<file path="src/rtl/prog_minterm_pkg.sv">
// rtl/prog_minterm_pkg.sv - shared types and width helpers for prog_minterm_lut
// Contents:
//   sweep_state_e : sweep controller states
//   tt_width      : truth-table width for a given input count (2**n_in)
//   cnt_width     : per-channel minterm count width (n_in+1, holds 2**n_in)
//   ch_offset     : bit offset of channel k in the packed count bus
package prog_minterm_pkg;

    typedef enum logic [1:0] {
        IDLE  = 2'd0,
        SWEEP = 2'd1,
        DONE  = 2'd2
    } sweep_state_e;

    function automatic int tt_width(input int n_in);
        return 1 << n_in;
    endfunction

    function automatic int cnt_width(input int n_in);
        return n_in + 1;
    endfunction

    function automatic int ch_offset(input int k, input int cw);
        return k * cw;
    endfunction

endpackage

</file>
<file path="src/rtl/minterm_table.sv">
// rtl/minterm_table.sv - CH x TT_W truth-table register file with two read ports
// Ports:
//   clk, rst_n     : clock, synchronous active-low reset (clears every table)
//   we_i           : write strobe
//   wr_ch_i        : channel to write; codes >= CH match no row and are dropped
//   wr_word_i      : new truth table for wr_ch_i
//   eval_idx_i     : input-vector index for the evaluation read port
//   eval_bits_o    : bit k = table[k][eval_idx_i]
//   sweep_idx_i    : index for the sweep read port
//   sweep_bits_o   : bit k = table[k][sweep_idx_i]
module minterm_table #(
    parameter int N_IN = 4,
    parameter int CH   = 2,
    parameter int TT_W = 16,
    parameter int CHW  = 1
) (
    input  logic              clk,
    input  logic              rst_n,
    input  logic              we_i,
    input  logic [CHW-1:0]    wr_ch_i,
    input  logic [TT_W-1:0]   wr_word_i,
    input  logic [N_IN-1:0]   eval_idx_i,
    output logic [CH-1:0]     eval_bits_o,
    input  logic [N_IN-1:0]   sweep_idx_i,
    output logic [CH-1:0]     sweep_bits_o
);

    logic [TT_W-1:0] tbl_q [CH];

    for (genvar k = 0; k < CH; k++) begin : g_ch
        // Only codes 0..CH-1 can match a row, so out-of-range channels write nothing.
        always_ff @(posedge clk) begin
            if (!rst_n) begin
                tbl_q[k] <= '0;
            end else if (we_i && (wr_ch_i == CHW'(k))) begin
                tbl_q[k] <= wr_word_i;
            end
        end

        // Reads are combinational from the registered table, so a same-cycle
        // write is seen only by reads in later cycles.
        assign eval_bits_o[k]  = tbl_q[k][eval_idx_i];
        assign sweep_bits_o[k] = tbl_q[k][sweep_idx_i];
    end

endmodule

</file>
<file path="src/rtl/prog_minterm_lut.sv">
// rtl/prog_minterm_lut.sv - programmable multi-channel sum-of-minterms evaluator
// Ports:
//   clk, rst_n                      : clock, synchronous active-low reset
//   cfg_valid/cfg_ready/cfg_ch/cfg_word : truth-table load (bit i = output for index i)
//   in_valid/in_ready/in_vec        : input vector to evaluate (in_vec MSB is "A")
//   out_valid/out_ready/out_y       : registered result, bit k = channel k
//   sweep_start                     : single-cycle request to count minterms
//   sweep_busy/sweep_done           : sweep in progress / counts final (one cycle)
//   minterm_count                   : channel k count at [k*CW +: CW]
module prog_minterm_lut
    import prog_minterm_pkg::*;
#(
    parameter int N_IN = 4,
    parameter int CH   = 2,
    parameter int TT_W = tt_width(N_IN),
    parameter int CW   = cnt_width(N_IN),
    parameter int CHW  = (CH > 1) ? $clog2(CH) : 1
) (
    input  logic              clk,
    input  logic              rst_n,
    input  logic              cfg_valid,
    output logic              cfg_ready,
    input  logic [CHW-1:0]    cfg_ch,
    input  logic [TT_W-1:0]   cfg_word,
    input  logic              in_valid,
    output logic              in_ready,
    input  logic [N_IN-1:0]   in_vec,
    output logic              out_valid,
    input  logic              out_ready,
    output logic [CH-1:0]     out_y,
    input  logic              sweep_start,
    output logic              sweep_busy,
    output logic              sweep_done,
    output logic [CH*CW-1:0]  minterm_count
);

    sweep_state_e      state_q, state_d;
    logic [N_IN-1:0]   idx_q, idx_d;
    logic [CH*CW-1:0]  cnt_q, cnt_d;
    logic              out_valid_q, out_valid_d;
    logic [CH-1:0]     out_y_q, out_y_d;

    logic [CH-1:0]     eval_bits;
    logic [CH-1:0]     sweep_bits;
    logic              idle;
    logic              cfg_fire;
    logic              in_fire;

    // A sweep request takes priority over config and evaluation in the same cycle.
    assign idle      = (state_q == IDLE);
    assign cfg_ready = idle && !sweep_start;
    assign in_ready  = cfg_ready && (!out_valid_q || out_ready);
    assign cfg_fire  = cfg_valid && cfg_ready;
    assign in_fire   = in_valid && in_ready;

    minterm_table #(
        .N_IN (N_IN),
        .CH   (CH),
        .TT_W (TT_W),
        .CHW  (CHW)
    ) u_table (
        .clk          (clk),
        .rst_n        (rst_n),
        .we_i         (cfg_fire),
        .wr_ch_i      (cfg_ch),
        .wr_word_i    (cfg_word),
        .eval_idx_i   (in_vec),
        .eval_bits_o  (eval_bits),
        .sweep_idx_i  (idx_q),
        .sweep_bits_o (sweep_bits)
    );

    // State register
    always_ff @(posedge clk) begin
        if (!rst_n) begin
            state_q     <= IDLE;
            idx_q       <= '0;
            cnt_q       <= '0;
            out_valid_q <= 1'b0;
            out_y_q     <= '0;
        end else begin
            state_q     <= state_d;
            idx_q       <= idx_d;
            cnt_q       <= cnt_d;
            out_valid_q <= out_valid_d;
            out_y_q     <= out_y_d;
        end
    end

    // Next-state logic for the sweep controller and its counters
    always_comb begin
        state_d = state_q;
        idx_d   = idx_q;
        cnt_d   = cnt_q;
        unique case (state_q)
            IDLE: begin
                if (sweep_start) begin
                    state_d = SWEEP;
                    idx_d   = '0;
                    cnt_d   = '0;
                end
            end
            SWEEP: begin
                for (int k = 0; k < CH; k++) begin
                    cnt_d[ch_offset(k, CW) +: CW] =
                        cnt_q[ch_offset(k, CW) +: CW] + CW'(sweep_bits[k]);
                end
                // All-ones index is the last table entry.
                if (&idx_q) begin
                    state_d = DONE;
                end else begin
                    idx_d = idx_q + N_IN'(1);
                end
            end
            DONE: begin
                state_d = IDLE;
            end
            default: begin
                state_d = IDLE;
            end
        endcase
    end

    // Output logic for the sweep controller
    always_comb begin
        sweep_busy = (state_q != IDLE);
        sweep_done = (state_q == DONE);
    end

    // Result register: independent of the sweep so a pending result can drain
    // while the sweep runs.
    always_comb begin
        out_valid_d = out_valid_q;
        out_y_d     = out_y_q;
        if (in_fire) begin
            out_valid_d = 1'b1;
            out_y_d     = eval_bits;
        end else if (out_ready) begin
            out_valid_d = 1'b0;
        end
    end

    assign out_valid     = out_valid_q;
    assign out_y         = out_y_q;
    assign minterm_count = cnt_q;

endmodule

</file>
<file path="config.mk">
export PLATFORM = sky130hd
export DESIGN_NAME = prog_minterm_lut
export DESIGN_NICKNAME = d
export VERILOG_FILES = /design/src/rtl/prog_minterm_pkg.sv /design/src/rtl/minterm_table.sv /design/src/rtl/prog_minterm_lut.sv
export SDC_FILE = /design/constraint.sdc
export NUM_CORES = 1
export LEC_CHECK = 0
export BUFFER_PORTS_ARGS = -buffer_cell sky130_fd_sc_hd__buf_2
export CELL_PAD_IN_SITES_DETAIL_PLACEMENT = 0
export CELL_PAD_IN_SITES_GLOBAL_PLACEMENT = 2
export CORE_MARGIN = 2
export CORE_UTILIZATION = 39
export CTS_BUF_LIST = sky130_fd_sc_hd__clkbuf_2
export DETAILED_ROUTE_END_ITERATION = 12
export GPL_ROUTABILITY_DRIVEN = 1
export HOLD_SLACK_MARGIN = 0.08
export PLACE_DENSITY = 0.83
export SYNTH_ARGS = -nofsm -noshare
export SYNTH_HDL_FRONTEND = slang
export SYNTH_HIERARCHICAL = 1
export SYNTH_SLANG_ARGS = --single-unit
</file>
<file path="constraint.sdc">
create_clock -name clk -period 3.1 [get_ports clk]
set_input_delay 0.62 -clock clk [delete_from_list [all_inputs] [get_ports clk]]
set_output_delay 0.62 -clock clk [all_outputs]
set_load 0.01 [all_outputs]
</file>
## Word-level counts from Yosys, hierarchy flattened

Memory sizes are Yosys's and may differ from the RTL's.
Cells that the tools add are included.

| word-level totals | value |
|---|---|
| flip-flop bits (word level) | 19 |
| word-level logic and storage cells | 63 |
| memories | 1 |
| bits in writable memories | 32 |

| cells by class | value |
|---|---|
| bitwise logic cells | 3 |
| multiplexer cells | 27 |
| eq/ne operators | 5 |
| $add $sub $neg | 3 |
| order comparisons | 2 |
| reductions and logical operators | 17 |

Memories:

| memory | words | width | rd ports | clocked after memory_dff | write ports | line | source |
|---|---|---|---|---|---|---|---|
| u_table.tbl_q | 2 | 16 | 2 | 0 | 2 | minterm_table.sv:28 | `logic [TT_W-1:0] tbl_q [CH];` |

Operators by type and width:

| cell | number |
|---|---|
| 2-to-1 mux 16 bit | 2 |
| case mux 10 bit (2 select lines) | 1 |
| binary-select mux 1 bit (select 4 bit) | 4 |
| 2-to-1 mux 1 bit | 13 |
| adder 5 x 1 -> 5 bit | 2 |
| less-than comparator 4 x 5 -> 1 bit, second input constant | 2 |
| 2-to-1 mux 10 bit | 1 |
| 2-to-1 mux 4 bit | 2 |
| case mux 4 bit (2 select lines) | 1 |
| logical AND 1 bit | 6 |
| inequality test 2 bit, second input constant | 3 |
| nonzero test 2 bit | 3 |
| adder 4 x 1 -> 4 bit, second input constant | 1 |
| 2-to-1 mux 2 bit | 2 |
| case mux 2 bit (2 select lines) | 1 |
| AND reduction 2 bit | 2 |
| AND reduction 4 bit | 1 |
| AND reduction 3 bit | 1 |
| == test 2 x 1 -> 1 bit, second input constant | 1 |
| == test 2 bit, second input constant | 1 |
| logical NOT 1 bit | 2 |
| logical NOT 2 bit | 1 |
| OR 1 bit | 2 |
| logical OR 1 bit | 1 |
| inverter 1 bit | 1 |

## Logic depth before layout (Yosys ltp)

| logic depth | value |
|---|---|
| depth after elaboration | 8 |
| gate-level depth with buffers | 9 |
| gate-level depth less buffers | 8 |

## By module

Netlist, hierarchy kept.

By module, submodules not included:

| module | instances | area an instance (µm²) | cells an instance |
|---|---|---|---|
| minterm_table | 1 | 1751.7 | 114 |
| prog_minterm_lut | 1 | 900.9 | 105 |

## Worst setup path after synthesis

Ideal clock, no wire load.

| path | value |
|---|---|
| path kind | input -> register |
| start | input port sweep_start |
| end | memory u_table.tbl_q[0][0] (enable) |
| path buffers | 0 |
| data required time | 2.689 ns |
| data arrival time | 2.496 ns |
| stages on the path | 4 |
| path slack | 0.193 ns |
| library setup time | 0.411 ns |
| cell sequence | nor3_1 -> and2_2 -> inv_1 -> o21ai_0 |

RTL lines:

| element | line | source |
|---|---|---|
| from (decl) | prog_minterm_lut.sv:31 | `input logic sweep_start,` |
| to (decl) | minterm_table.sv:28 |  |

## Final worst setup path

| path | value |
|---|---|
| start | register idx_q[0] |
| end | register cnt_q[4], in the netlist minterm_count[4] |

| on the way | value |
|---|---|
| cells in the longest elaborated chain, start to end | 4 |

Ends and longest elaborated chain:

| element | line | source |
|---|---|---|
| from (decl) | prog_minterm_lut.sv:38 | `logic [N_IN-1:0] idx_q, idx_d;` |
| from (signal assigned) | prog_minterm_lut.sv:83 | `idx_q <= idx_d;` |
| binary-select mux 1 bit (select 4 bit) | minterm_table.sv:43 | `assign sweep_bits_o[k] = tbl_q[k][sweep_idx_i];` |
| 2-to-1 mux 1 bit (not written as such) | minterm_table.sv:43 |  |
| via sweep_bits[0] | prog_minterm_lut.sv:44 | `logic [CH-1:0] sweep_bits;` |
| adder 5 x 1 -> 5 bit | prog_minterm_lut.sv:106 | `cnt_q[ch_offset(k, CW) +: CW] + CW'(sweep_bits[k]);` |
| case mux 10 bit (2 select lines) | prog_minterm_lut.sv:95 | `unique case (state_q)` |
| to (signal assigned) | prog_minterm_lut.sv:84 | `cnt_q <= cnt_d;` |
| to (decl) | prog_minterm_lut.sv:39 | `logic [CH*CW-1:0] cnt_q, cnt_d;` |

The timed path passes the listed nets, and every way through them passes these cells. The select of a mux whose other input is x is not followed.
A chain may end at the register's enable or synchronous reset.

==> impl_metrics.py <==
metrics = {
    "floorplan": {
        "die_w_um": 86.5,
        "std_cell_rows": 30,
        "fp.dieH_um": 86.5,
        "ioPinCount": 44,
        "initial_utilization_pct": 39.7,
        "dieArea_um2": 7480,
        "core-area_um2": 6680,
    },
    "cts": {
        "ctsHoldBuffers": 0,
        "clockBufferDepth": 2,
        "clkSlewWorstSetupHoldPaths_ns": 0.28,
        "root_buffer": "clkbuf_2",
        "cts_setup_buffers": 0,
        "cts_tree": "done",
        "ctsHtreeMaxLevel": 2,
        "cts-resized-gates": 0,
        "cts_sinks": 51,
        "insertion_delay_ns": 0.43,
        "numCtsBuffers": 5,
    },
    "power_and_ir_drop": {
        "max-vdd-ir-drop_mv": 0.235,
        "leakage_uw": 0.00122,
        "powerDensity_nw_per_um2": 441,
    },
    "final_layout": {
        "final.fill_count": 652,
        "syn2layout_area_growth_pct": 13.9,
        "design_area_um2": 3020,
        "nNetsFinal": 293,
        "drive_gt1_share_pct": 23.7,
        "n_antenna_cell": 0,
    },
    "synthesis": {
        "synth_edf_count": 32,
        "ys_seq_area_share_pct": 50.6,
        "yosysWarnings": 6,
        "synthesis.nets": 251,
        "synth_cells": 219,
        "ys.flop_type": "edfxtp_1",
        "synth_commonest_cells": "and2_1 (33), edfxtp_1 (32), nand2_1 (21), nand3_1 (21), dfxtp_1 (19)",
        "synth_top_area_cell": "edfxtp_1",
        "synth_area_leaders": "edfxtp_1 (36%), dfxtp_1 (14%), mux4_1 (12%)",
        "synth_cell_types": 37,
        "synth_top_area_share_pct": 36.2,
        "synth.most_common_cell": "and2_1",
        "synthArstFlopShare_pct": 0,
        "syn_area_um2": 2650,
        "syn_area_per_cell_um2": 12.1,
        "synth_seq_cells": 51,
    },
    "drt": {
        "drcViolationCount": 0,
        "vias": 1803,
        "wl_mm": 5.03,
        "drt_first_iter_violations": 72,
        "viasPerCell": 5.27,
        "avgRoutedWirePerCell_um": 14.7,
        "drt_first_pass_iters": 4,
        "drtAntennaViolNets": 0,
    },
    "hold_path": {
        "hp-class": "primary input to flip-flop",
    },
    "timing": {
        "max_clock_freq_mhz": 407,
        "finalHoldViolCount": 0,
        "finalSetupViolCount": 0,
        "worst_pin_slew_ns": 0.707,
        "min_period_ns": 2.46,
        "setup_ws_ns": 0.643,
        "rsz0062_at_grt": "false",
        "fin_crit_sh_pct": 79.2,
        "slew_headroom_pct": 52.8,
        "setup-tns-final_ns": 0,
        "slew_violations": 0,
        "final.setup_skew_ns": 0.0299,
    },
    "worst_setup_path": {
        "end_kind": "flip-flop",
        "worst-path-max-fanout": 12,
        "critPathRequiredTime_ns": 3.49,
        "worstSetupPathType": "flip-flop to flip-flop",
        "crit_arrival_ns": 2.85,
        "worstSetupStartpointType": "flip-flop",
    },
    "place": {
        "post-place-ws_ns": 0.688,
        "gp_congestion": 0.743,
        "place.port_buffers": 43,
        "hpwlAfterDp_mm": 3.72,
        "dpl-instance-area_um2": 2930,
    },
    "global_route": {
        "grt_use_total_pct": 14.2,
        "antenna_found_initial": 0,
        "grt_pass1_wl_mm": 8.29,
        "grt_max_degree": 17,
        "grt_pass1_vias": 1748,
        "gr-total-overflow": 0,
    },
    "status": {
        "status": "completed",
    },
    "job": {
        "drv_cap": 0,
    },
}
power breakdown:
part / internal [µW] / leakage (µW) / switching (µW)
combinational: 65.2 / 0.000677 / 64.1
clock: 220 / 0.0000532 / 214
sequential: 750 / 0.000488 / 20.0
total: 1040 / 0.00122 / 298
final cells by class:
class / count / area [µm²] / area share (%)
clock buffers: 6 / 30.0 / 0.994
flip-flops and latches: 51 / 1340 / 44.4
multi-input cells: 155 / 1240 / 41.2
inverters: 2 / 7.51 / 0.249
well taps: 80 / 100 / 3.31
repair buffers: 46 / 238 / 7.87
clock inverters: 2 / 60.1 / 1.99
through the flow:
step	cells	util, %	hold slack [ns]	total power [µW]
final	342	45.2	0.426	1330
after global routing	342	45.2	0.411	1390
after CTS	342	45.2	0.405	1340
after detailed placement	334	43.9	0.448	916
after global placement	334	43.9	0.446	914
after floorplan	219	-	0.464	867
state kept, by name, indices dropped and copies added (netlist names):
signal / flops
u_table/tbl_q: 32
idx_q: 4
state_q: 2
out_valid: 1
out_y: 2
minterm_count: 10
cells in the final DEF, fill, tap and decap left out, types with 2 or more instances in the layout:
cell / n
a21oi_1: 4
a22oi_1: 8
a31oi_1: 5
and2_1: 33
buf_2: 43
buf_4: 3
bufinv_16: 2
clkbuf_2: 6
dfxtp_1: 19
edfxtp_1: 32
ha_1: 5
inv_1: 2
mux2i_1: 3
mux4_1: 12
mux4_2: 4
nand2_1: 21
nand2b_1: 3
nand3_1: 21
nor2_1: 7
nor2b_1: 5
nor3_1: 3
or3_1: 5
critical path: stages, from the launching register on:
cell and delay [ns]:
dfxtp_1 0.73, mux4_1 0.63, a22oi_1 0.19, nand3_1 0.11, ha_1 0.21, ha_1 0.21, nand3_1 0.10, nand3_1 0.09
a31oi_1 0.17
cell families (layout without fill, tap and decap cells):
| logic type | Yosys count | in the layout | share of synthesized area [%] |
|---|---|---|---|
| AND/OR/NAND/NOR | 105 | 105 | 21.3 |
| flip-flops | 51 | 51 | 50.6 |
| multiplexers | 19 | 19 | 16.4 |
| AO/OA/AOI/OAI | 26 | 26 | 6.84 |
| buffers and inverters | 13 | 56 | 2.55 |
| adder cells (fa/ha/maj) | 5 | 5 | 2.36 |
path summary, 6_finish.rpt:
kind / start / end / slack, ns / cells after the start
worst max register to register: idx_q[0] / minterm_count[4] / 0.64 / 8
worst max-delay path: idx_q[0] / minterm_count[4] / 0.64 / 8
worst min register to register: out_y[1] / out_y[1] / 0.47 / 2
worst min-delay path: in_valid / out_valid / 0.43 / 3
layer usage:
layer	vias up	routed length, µm	GRT usage (%)
met5	-	0	0
met4	0	45	3.84
met3	4	186	3.33
met2	41	2520	24.5
met1	847	2280	18.0
li1	911	-	-
Note: power is estimated with default switching activity, not from simulation.
